### src/rtl/bht_2bit.sv
// 8-entry branch history table of 2-bit saturating counters.
// Registered lookup with same-edge update bypass and a mispredict counter.
module bht_2bit #(
    parameter logic [1:0] INIT_STATE = 2'b01,
    parameter int unsigned CNT_W = 8
) (
    input  logic             CLOCK,
    input  logic             INIT,
    input  logic             RD_EN,
    input  logic [2:0]       RD_ADDR,
    output logic             PREDICTION,
    output logic             PRED_VALID,
    output logic [1:0]       RD_STATE,
    input  logic             UPD_EN,
    input  logic [2:0]       UPD_ADDR,
    input  logic             OUTCOME,
    input  logic             MISS,
    output logic [CNT_W-1:0] MISS_COUNT
);

    localparam int unsigned N_ENT = 8;
    localparam logic [CNT_W-1:0] MISS_MAX = '1;

    logic [N_ENT-1:0][1:0] cnt_q;
    logic [N_ENT-1:0][1:0] cnt_d;
    logic [1:0]            rd_state_q;
    logic [1:0]            rd_state_d;
    logic                  pred_q;
    logic                  pred_d;
    logic                  pred_valid_q;
    logic                  pred_valid_d;
    logic [CNT_W-1:0]      miss_cnt_q;
    logic [CNT_W-1:0]      miss_cnt_d;

    logic [1:0]            upd_old;
    logic [1:0]            upd_new;
    logic [1:0]            rd_val;
    logic                  rd_hit_upd;

    // Saturating step of the entry being trained.
    always_comb begin
        upd_old = cnt_q[UPD_ADDR];
        upd_new = upd_old;
        if (OUTCOME) begin
            if (upd_old != 2'b11) begin
                upd_new = upd_old + 2'b01;
            end
        end else begin
            if (upd_old != 2'b00) begin
                upd_new = upd_old - 2'b01;
            end
        end
    end

    always_comb begin
        cnt_d = cnt_q;
        if (UPD_EN) begin
            cnt_d[UPD_ADDR] = upd_new;
        end
    end

    // A read of the entry being updated sees the post-update value.
    always_comb begin
        rd_hit_upd = UPD_EN && (RD_ADDR == UPD_ADDR);
        rd_val     = rd_hit_upd ? upd_new : cnt_q[RD_ADDR];
    end

    always_comb begin
        rd_state_d   = rd_state_q;
        pred_d       = pred_q;
        pred_valid_d = RD_EN;
        if (RD_EN) begin
            rd_state_d = rd_val;
            pred_d     = rd_val[1];
        end
    end

    always_comb begin
        miss_cnt_d = miss_cnt_q;
        if (UPD_EN && MISS && (miss_cnt_q != MISS_MAX)) begin
            miss_cnt_d = miss_cnt_q + 1'b1;
        end
    end

    always_ff @(posedge CLOCK) begin
        if (INIT) begin
            for (int i = 0; i < N_ENT; i++) begin
                cnt_q[i] <= INIT_STATE;
            end
            rd_state_q   <= INIT_STATE;
            pred_q       <= 1'b0;
            pred_valid_q <= 1'b0;
            miss_cnt_q   <= '0;
        end else begin
            cnt_q        <= cnt_d;
            rd_state_q   <= rd_state_d;
            pred_q       <= pred_d;
            pred_valid_q <= pred_valid_d;
            miss_cnt_q   <= miss_cnt_d;
        end
    end

    assign PREDICTION = pred_q;
    assign PRED_VALID = pred_valid_q;
    assign RD_STATE   = rd_state_q;
    assign MISS_COUNT = miss_cnt_q;

endmodule

### config.mk
export PLATFORM = sky130hd
export DESIGN_NAME = bht_2bit
export DESIGN_NICKNAME = d
export VERILOG_FILES = /design/src/rtl/bht_2bit.sv
export SDC_FILE = /design/constraint.sdc
export NUM_CORES = 1
export LEC_CHECK = 0
export ABC_CLOCK_PERIOD_IN_PS = 6200
export CAP_MARGIN = 10
export CORE_MARGIN = 5
export CORE_UTILIZATION = 53
export DETAILED_ROUTE_END_ITERATION = 8
export PLACE_DENSITY = 0.77
export SYNTH_ARGS = -nofsm -noshare
export SYNTH_HDL_FRONTEND = slang
export SYNTH_SLANG_ARGS = --single-unit
### constraint.sdc
create_clock -name CLOCK -period 6.2 [get_ports CLOCK]
set_clock_uncertainty 0.15 [all_clocks]
set_input_delay 1.24 -clock CLOCK [delete_from_list [all_inputs] [get_ports CLOCK]]
set_output_delay 1.24 -clock CLOCK [all_outputs]
set_load 0.01 [all_outputs]
After elaboration in Yosys (flattened, before gate mapping) --
Cells that the tools add are included.
Cells by class: $add $sub $neg 3, order comparisons 3, equality and inequality tests 3, multiplexer cells 11, reduce and logical (&&, ||, !) cells 5
Operators with widths (number):
- $bwmux W16 | 1
- $mux W2 | 7
- $bmux W2 S3 | 2
- $add A8 B1 Y8 const B | 1
- $lt A3 B4 Y1 const B | 2
- $ne A8 B8 Y1 const B | 1
- $demux W2 S3 | 1
- $logic_and A1 B1 Y1 | 4
- $eq A3 B3 Y1 | 1
- $ge A3 B1 Y1 const B | 1
- $add A2 B1 Y2 const B | 1
- $ne A2 B2 Y1 const B | 1
- $reduce_bool A2 Y1 | 1
- $sub A2 B1 Y2 const B | 1
Storage, ports and cells: flip-flop bits (word level) 28, input bits 12, output and inout port bits 12, word-level logic and storage cells 37

Logic depth before layout (Yosys ltp) --
Gate-level depths: netlist of the first run.
depth after elaboration 6, depth in mapped cells 6, gate-level depth less buffers 5

Worst setup path before layout of the first run --
OpenSTA, ideal clock, no wires.
path type input to register, start input UPD_ADDR[1], end register rd_state_q[0], in the netlist RD_STATE[0], arrival time 2629 ps, data required time 5964 ps, slack 3334 ps, cell stages on the path 5, buffers on the path 1, path through clkbuf_1 -> mux4_2 -> mux2_2 -> maj3_2 -> a221oi_2
Between the ends: longest elaborated chain between the ends 6
Ends and longest elaborated chain:
- start, declared | line 15 | input logic [2:0] UPD_ADDR,
- $bmux W2 S3 | line 42 | upd_old = cnt_q[UPD_ADDR];
- $mux W2 (implied by the code) | line 42
- $sub A2 B1 Y2, or another cell as far along | line 50 | upd_new = upd_old - 2'b01;
- $mux W2, on equally long branches | line 49, 45
- $mux W2 | line 44 | if (OUTCOME) begin
- $mux W2 (*) | line 65 | rd_val = rd_hit_upd ? upd_new : cnt_q[RD_ADDR];
- end signal, assigned | line 96 | rd_state_q <= rd_state_d;
- end, declared | line 26 | logic [1:0] rd_state_q;
Mark *: on every way between the ends. The rest lies on a longest branch, timed or not. The select of a mux whose other input is x is not followed. A chain may end at the register's enable or synchronous reset.

Final worst setup path of the first run --
start input UPD_ADDR[0], end register rd_state_q[0], in the netlist RD_STATE[0]
Same word-level chain as after synthesis.

==> impl_metrics.json, run 1 <==
{
  "core_area_um2": 2690,
  "drive_gt1_frac": 0.0862,
  "ios": 24,
  "synth_cell_types": 32,
  "nFillCells": 251,
  "wl_um": 2910,
  "p_comb_frac": 0.167,
  "hold_depth": 2,
  "cts_hold_buf": 0,
  "multi_input_area_um2": 851,
  "die_h_um": 62.3,
  "via_per_inst": 5.95,
  "vias": 1219,
  "synthesis.nets": 171,
  "dp_cells": 201,
  "hold_violations": 0,
  "cp.depth": 5,
  "cap_viol_max_count": 0,
  "hpwl_um": 2140,
  "regArea_um2": 541,
  "drc_errors": 0,
  "slowest_delay_ns": 0.79,
  "yosys_warnings": 0,
  "cts_root_buf": "clkbuf_4",
  "fin_util": 0.633,
  "pwr_density_cell_nw_per_um2": 184,
  "grt_max_degree": 30,
  "crit_family": "multiplexers",
  "period_needed_ns": 3.50,
  "syn_inst": 158,
  "area_delta_synth_final_pct": 17.1,
  "r2r_cells": 4,
  "crit_type": "input port to flop",
  "hold_class": "flop to flop",
  "maxSlewHeadroom": 0.300,
  "rsz0062_at_grt": "false",
  "switching_share": 0.267,
  "period_share": 0.565,
  "required_ns": 6.31,
  "die-area_um2": 3890,
  "drtIter0Drc": 77,
  "post_cts_buffers": 0,
  "crit_fanout": 12,
  "synthFlopType": "dfxtp_1",
  "arrival_ns": 3.61,
  "layout_common_cells": "27 x dfxtp_1, 24 x nor2_1, 23 x clkdlybuf4s50_1, 14 x a21oi_1, 10 x a211oi_1",
  "port_buffers": 23,
  "avgSynthCellArea_um2": 9.19,
  "path_cells": "clkdlybuf4s50_1 -> mux4_1 -> mux2_2 -> maj3_2 -> a221oi_2",
  "drv_slew": 0,
  "cts.sinks": 27,
  "worstMarginPinSlew_ns": 1.05,
  "slowest_stage": "clkdlybuf4s50_1",
  "endpoint_kind": "flop",
  "first_pass_iters": 4,
  "power_frac_seq": 0.588,
  "clk_path_buf_depth": 2,
  "setup_viol": 0,
  "ys_seq_area_frac": 0.372,
  "numCtsBuffers": 3,
  "p_total_mw": 0.313,
  "cts_tree": "yes",
  "nets": 188,
  "synth-seq-cells": 27,
  "ir_drop_mv": 0.138,
  "h-tree-depth": 1,
  "fp.dieW_um": 62.3,
  "clkTransAtPathRegs_ns": 0.15,
  "p_switching_mw": 0.0836,
  "clock_latency_ns": 0.33,
  "synth_edf_count": 0,
  "p_int_mw": 0.230,
  "async_flop_share": 0,
  "place_congestion": 0.853,
  "track_usage": 0.158,
  "postRouteAntennaNets": 0,
  "overflow": 0,
  "rows": 19,
  "stdcell_count": 205,
  "antennaDiodeCount": 0,
  "cts_resized": 0,
  "crit_buf_inv": 1,
  "detail_route.wl_per_cell_um": 14.2,
  "setup.worst_path.start_class": "input port",
  "start_util": 0.540,
  "p_clk_frac": 0.246,
  "antenna_found_initial": 0,
  "syn_area_um2": 1450,
  "fmax_ghz": 0.285,
  "grt_pass1_wl_um": 5170,
  "fin_tns_setup_ns": 0,
  "run_status": "completed",
  "layout_commonest_cell": "dfxtp_1",
  "grt_pass1_vias": 1106,
  "power.leakage_nw": 0.555
}
## flip-flops by register name, summed over array words and instances (netlist names)
name,flops
PRED_VALID,1
cnt_q,16
RD_STATE,2
MISS_COUNT,8
## layer usage
metal / routed length, µm / GRT usage / vias up
met5: 0 / 0 / -
met4: 38 / 0.0584 / 0
met2: 1270 / 0.240 / 36
met1: 1410 / 0.220 / 568
li1: - / - / 610
met3: 192 / 0.0324 / 5
## stage by stage
step                setup slack [ns]  hold WS, ns  cell area [µm²]
CTS                             2.68        0.350             1700
global route                    2.61        0.373             1700
floorplan                       3.33        0.297             1450
finish                          2.70        0.349             1700
detailed placement              2.34        0.330             1670
global placement                2.42        0.312             1670
## final cells by class
class | instances | share of cell area
Clock buffer | 3 | 0.0133
Clock inverter | 1 | 0.00295
Inverter | 3 | 0.00663
Multi-Input combinational cell | 117 | 0.501
Sequential cell | 27 | 0.318
Tap cell | 31 | 0.0228
Timing Repair Buffer | 23 | 0.135
## worst paths after layout
check,from,to,slack [ns]
max,UPD_ADDR[0],RD_STATE[0]$_SDFFE_PP1P_,2.70
min,MISS_COUNT[6]$_SDFFE_PP0P_,MISS_COUNT[6]$_SDFFE_PP0P_,0.35
max reg2reg,cnt_q[10]$_SDFFE_PP1P_,RD_STATE[0]$_SDFFE_PP1P_,4.16
min reg2reg,MISS_COUNT[6]$_SDFFE_PP0P_,MISS_COUNT[6]$_SDFFE_PP0P_,0.35
## Yosys cell counts, drive strengths merged (2+ instances only)
library cell	count	area, µm²
a21oi	14	70.1
xnor2	8	70.1
nand3	6	30.0
nand2	8	30.0
a211oi	10	75.1
nand4	2	12.5
inv	3	11.3
nand2b	3	18.8
dfxtp	27	541
a2111oi	2	17.5
nor2b	3	18.8
mux4	8	184
maj3	2	21.3
o21ai	8	40.0
and3	2	12.5
clkbuf	9	33.8
nor2	24	90.1
mux2i	5	50.1
buf	2	15.0
nor3	2	10.0
## power by group through the flow
stage               combinational [mW]  clock (mW)  sequential [mW]
finish                          0.0522      0.0770            0.184
global route                    0.0574      0.0887            0.185
floorplan                       0.0339           0            0.188
CTS                             0.0523      0.0793            0.184
detailed placement              0.0522           0            0.188
global placement                0.0512           0            0.187
## worst reg2reg max path, stage by stage, from the launching register on
cell,delay [ns]
dfxtp_1,0.35
mux4_1,0.54
mux2_2,0.29
maj3_2,0.39
a221oi_2,0.25
## logic make-up after synthesis
group,synth area share
flops,0.372
xor+xnor,0.0483
fa+ha+maj,0.0233
buf+inv,0.0414
simple gates,0.176
compound gates,0.170
mux,0.169
Power figures use the tool's default switching activity.
==> run 2: changes to the inputs <==
Settings changed: ABC_CLOCK_PERIOD_IN_PS 6200 to 3050, CORE_UTILIZATION 53 to 47, PLACE_DENSITY 0.77 to 0.73.
Clock period 6.2 ns to 3.05 ns, I/O delays scaled along.
==> run 2 against run 1 <==
Effect of this change: sequential cell count stayed put; largest cell class unchanged; sequential share of layout area down 0.98 points; setup slack got worse by 2.3 ns; sequential power rose by 100%; count of clock-buffer cells in the layout is 1 higher; wire length up 5.8%; die area rose by 11%; largest power group unchanged; cell count grew 4.4%; cell area is 3.2% higher; critical path depth did not move.
==> impl_metrics.json, run 2 (synthesized netlist as in run 1, its figures left out) <==
{
  "run_status": "completed",
  "drv_slew": 0,
  "grt_pass1_vias": 1172,
  "p_comb_frac": 0.177,
  "wl_met2_um": 1430,
  "via_per_inst": 5.86,
  "start_util": 0.483,
  "largest_register_ffs": 16,
  "antennaDiodeCount": 0,
  "track_usage": 0.157,
  "drc_errors": 0,
  "h-tree-depth": 1,
  "clk_path_buf_depth": 2,
  "p_clk_frac": 0.241,
  "cts_root_buf": "clkbuf_4",
  "p_int_mw": 0.475,
  "nets": 195,
  "required_ns": 3.15,
  "crit_fanout": 9,
  "clkTransAtPathRegs_ns": 0.14,
  "slowest_stage": "mux4_1",
  "highest_layer": "met4",
  "ir_drop_mv": 0.165,
  "clock_latency_ns": 0.32,
  "crit_family": "multiplexers",
  "fin_hold_ws_ns": 0.345,
  "crit_type": "input port to flop",
  "hold_violations": 0,
  "grt_max_degree": 18,
  "route.met3.wl_um": 117,
  "fmax_ghz": 0.380,
  "setup_viol": 0,
  "nFillCells": 267,
  "power_frac_seq": 0.582,
  "grt_pass1_wl_um": 5350,
  "pwr_density_cell_nw_per_um2": 367,
  "numCtsBuffers": 3,
  "setup.worst_path.start_class": "input port",
  "worstMarginPinSlew_ns": 0.577,
  "die-area_um2": 4300,
  "largest-register": "cnt_q",
  "port_buffers": 23,
  "p_switching_mw": 0.169,
  "cap_viol_max_count": 0,
  "wl_um": 3080,
  "p_total_mw": 0.644,
  "overflow": 0,
  "endpoint_kind": "flop",
  "cts_tree": "yes",
  "arrival_ns": 2.73,
  "ios": 24,
  "detail_route.wl_per_cell_um": 14.4,
  "fin_util": 0.584,
  "period_share": 0.862,
  "fp.dieW_um": 65.6,
  "drive_gt1_frac": 0.116,
  "area_delta_synth_final_pct": 20.8,
  "path_cells": "clkdlybuf4s50_1 -> mux4_1 -> mux2_2 -> maj3_2 -> a221oi_2",
  "crit_buf_inv": 1,
  "layout_commonest_cell": "dfxtp_1",
  "cts_hold_buf": 0,
  "first_pass_iters": 4,
  "cts_resized": 0,
  "die_h_um": 65.6,
  "post_cts_buffers": 0,
  "vias": 1254,
  "rsz0062_at_grt": "false",
  "postRouteAntennaNets": 0,
  "hpwl_um": 2430,
  "rows": 20,
  "core_area_um2": 3000,
  "power.leakage_nw": 0.586,
  "layout_common_cells": "27 x dfxtp_1, 24 x nor2_1, 23 x clkdlybuf4s50_1, 14 x a21oi_1, 10 x a211oi_1",
  "antenna_found_initial": 0,
  "switching_share": 0.263,
  "slowest_delay_ns": 0.61,
  "place_congestion": 0.814,
  "period_needed_ns": 2.63,
  "hold_class": "flop to flop",
  "cts.sinks": 27,
  "drtIter0Drc": 117,
  "maxSlewHeadroom": 0.606,
  "met1_length_um": 1500,
  "fin_tns_setup_ns": 0
}
==> run 2: cell type report <==
cell class | count | area (µm²) | area share
multi-input cells | 117 | 851 | 0.485
flip-flops and latches | 27 | 541 | 0.308
repair buffers | 30 | 283 | 0.161
well taps | 33 | 41.3 | 0.0236
clock buffers | 4 | 26.3 | 0.0150
inverters | 3 | 11.3 | 0.00642
==> run 2: metal layers <==
metal / global-route usage / vias to the layer above
met4: 0.0596 / 0
met1: 0.210 / 588
met3: 0.0222 / 4
met2: 0.255 / 29
li1: - / 633
met5: 0 / -
==> run 2: worst reg2reg max path, stage by stage (launching register included) <==
cell and delay [ns]:
dfxtp_1 0.36, mux4_1 0.52, mux2_2 0.30, maj3_2 0.39, a221oi_2 0.25
==> run 2: final timing paths <==
check / slack [ns] / startpoint / endpoint / cells past startpoint
setup / recovery: 0.42 / UPD_ADDR[0] / RD_STATE[0]$_SDFFE_PP1P_ / 5
setup reg to reg: 1.00 / cnt_q[8]$_SDFFE_PP1P_ / RD_STATE[0]$_SDFFE_PP1P_ / 4
hold reg to reg: 0.35 / MISS_COUNT[6]$_SDFFE_PP0P_ / MISS_COUNT[6]$_SDFFE_PP0P_ / 2
hold / removal: 0.35 / MISS_COUNT[6]$_SDFFE_PP0P_ / MISS_COUNT[6]$_SDFFE_PP0P_ / 2
==> run 2: per-stage QoR <==
stage,cells,area (µm²),setup slack (ns)
finish,214,1750,0.421
CTS,214,1750,0.449
detailed placement,210,1730,0.0949
floorplan,158,1450,0.814
global placement,210,1730,0.158
global route,214,1750,0.354
==> run 2: power groups by stage <==
stage / Combinational, mW / Sequential, mW / Clock (mW)
6_report: 0.114 / 0.374 / 0.155
5_1_grt: 0.125 / 0.377 / 0.178
4_1_cts: 0.114 / 0.374 / 0.165
3_5_place_dp: 0.114 / 0.382 / 0
3_3_place_gp: 0.111 / 0.381 / 0
2_1_floorplan: 0.0690 / 0.382 / 0
==> run 3: changes to the inputs <==
Settings changed: CTS_CLUSTER_DIAMETER set to 150, PLACE_DENSITY 0.73 to 0.76.
==> run 3 against run 2 <==
Effect of this change: hold slack improved by 0.036 ns; sequential cell count did not move; count of clock-buffer cells in the layout fell by 1; register-to-register slack improved by 0.03 ns; wire length rose by 7.9%; cell count fell by 0.93%; critical path type unchanged; critical endpoint unchanged; highest routed layer unchanged.
==> impl_metrics.json, run 3 (synthesized netlist as in run 1, its figures left out) <==
{
  "clkTransAtPathRegs_ns": 0.14,
  "largest-register": "cnt_q",
  "largest_register_ffs": 16,
  "crit_type": "input port to flop",
  "drive_gt1_frac": 0.112,
  "numCtsBuffers": 3,
  "core_area_um2": 3000,
  "hold_violations": 0,
  "fmax_ghz": 0.392,
  "hpwl_um": 2530,
  "ir_drop_mv": 0.217,
  "setup.worst_path.start_class": "input port",
  "layout_commonest_cell": "dfxtp_1",
  "via_per_inst": 5.91,
  "grt_max_degree": 18,
  "nFillCells": 261,
  "layout_common_cells": "27 x dfxtp_1, 24 x nor2_1, 23 x clkdlybuf4s50_1, 14 x a21oi_1, 10 x a211oi_1",
  "postRouteAntennaNets": 0,
  "start_util": 0.483,
  "die-area_um2": 4300,
  "placed_area_um2": 1710,
  "h-tree-depth": 1,
  "cts_resized": 0,
  "worstMarginPinSlew_ns": 0.671,
  "drc_errors": 0,
  "cts.sinks": 27,
  "cts_hold_buf": 0,
  "area_delta_synth_final_pct": 19.8,
  "clock_latency_ns": 0.32,
  "design_area_um2": 1740,
  "required_ns": 3.15,
  "period_needed_ns": 2.55,
  "ios": 24,
  "drv_slew": 0,
  "nets": 193,
  "wl_um": 3320,
  "drtIter0Drc": 106,
  "period_share": 0.837,
  "die_h_um": 65.6,
  "pwr_density_cell_nw_per_um2": 368,
  "crit_fanout": 9,
  "detail_route.wl_per_cell_um": 15.7,
  "antenna_found_initial": 0,
  "arrival_ns": 2.65,
  "fin_tns_setup_ns": 0,
  "clk_path_buf_depth": 2,
  "power.leakage_nw": 0.579,
  "first_pass_iters": 4,
  "fin_hold_ws_ns": 0.381,
  "place_congestion": 0.832,
  "cap_viol_max_count": 0,
  "hold_class": "flop to flop",
  "rows": 20,
  "antennaDiodeCount": 0,
  "cts_tree": "yes",
  "port_buffers": 23,
  "vias": 1252,
  "setup_viol": 0,
  "grt_pass1_vias": 1131,
  "grt_pass1_wl_um": 5580,
  "run_status": "completed",
  "post_cts_buffers": 0,
  "fp.dieW_um": 65.6,
  "cts_root_buf": "clkbuf_4",
  "track_usage": 0.169,
  "endpoint_kind": "flop",
  "overflow": 0,
  "rsz0062_at_grt": "false",
  "maxSlewHeadroom": 0.541
}
[run 3: path summary, 6_finish.rpt]
path | startpoint | endpoint | slack [ns] | depth (start not counted)
worst min register to register | MISS_COUNT[6]$_SDFFE_PP0P_ | MISS_COUNT[6]$_SDFFE_PP0P_ | 0.38 | 2
worst max register to register | cnt_q[10]$_SDFFE_PP1P_ | RD_STATE[0]$_SDFFE_PP1P_ | 1.03 | 4
worst max-delay path | UPD_ADDR[0] | RD_STATE[0]$_SDFFE_PP1P_ | 0.50 | 5
worst min-delay path | MISS_COUNT[6]$_SDFFE_PP0P_ | MISS_COUNT[6]$_SDFFE_PP0P_ | 0.38 | 2
[run 3: area by class of cell]
class                   count  area [µm²]  area share
clock buffers               3        22.5      0.0129
clock inverters             1        5.00     0.00288
inverters                   3        11.3     0.00647
multi-input cells         117         851       0.489
flip-flops and latches     27         541       0.311
well taps                  33        41.3      0.0237
repair buffers             28         268       0.154
[run 3: report_power, final]
| part | total [mW] | internal (mW) | switching, mW |
|---|---|---|---|
| registers | 0.375 | 0.365 | 0.0103 |
| logic | 0.113 | 0.0573 | 0.0557 |
| clock network | 0.152 | 0.0492 | 0.103 |
[run 3: layer usage]
metal / global-route usage / up-vias / share of wire
met3: 0.0479 / 15 / 0.050
li1: - / 623 / -
met5: 0 / - / 0
met4: 0.0855 / 0 / 0.037
met1: 0.221 / 577 / 0.45
met2: 0.254 / 37 / 0.46
[run 3: critical path: stages]
cell	delay [ns]
clkdlybuf4s50_1	0.54
mux4_1	0.59
mux2_2	0.29
maj3_2	0.39
a221oi_2	0.24
[run 3: metrics by stage]
step	worst slack (ns)	power, mW	utilization	cells
final	0.496	0.640	0.579	212
after global routing	0.477	0.680	0.579	212
after CTS	0.511	0.647	0.579	212
after detailed placement	0.166	0.495	0.570	208
after global placement	0.191	0.491	0.570	208
after floorplan	0.814	0.451	-	158
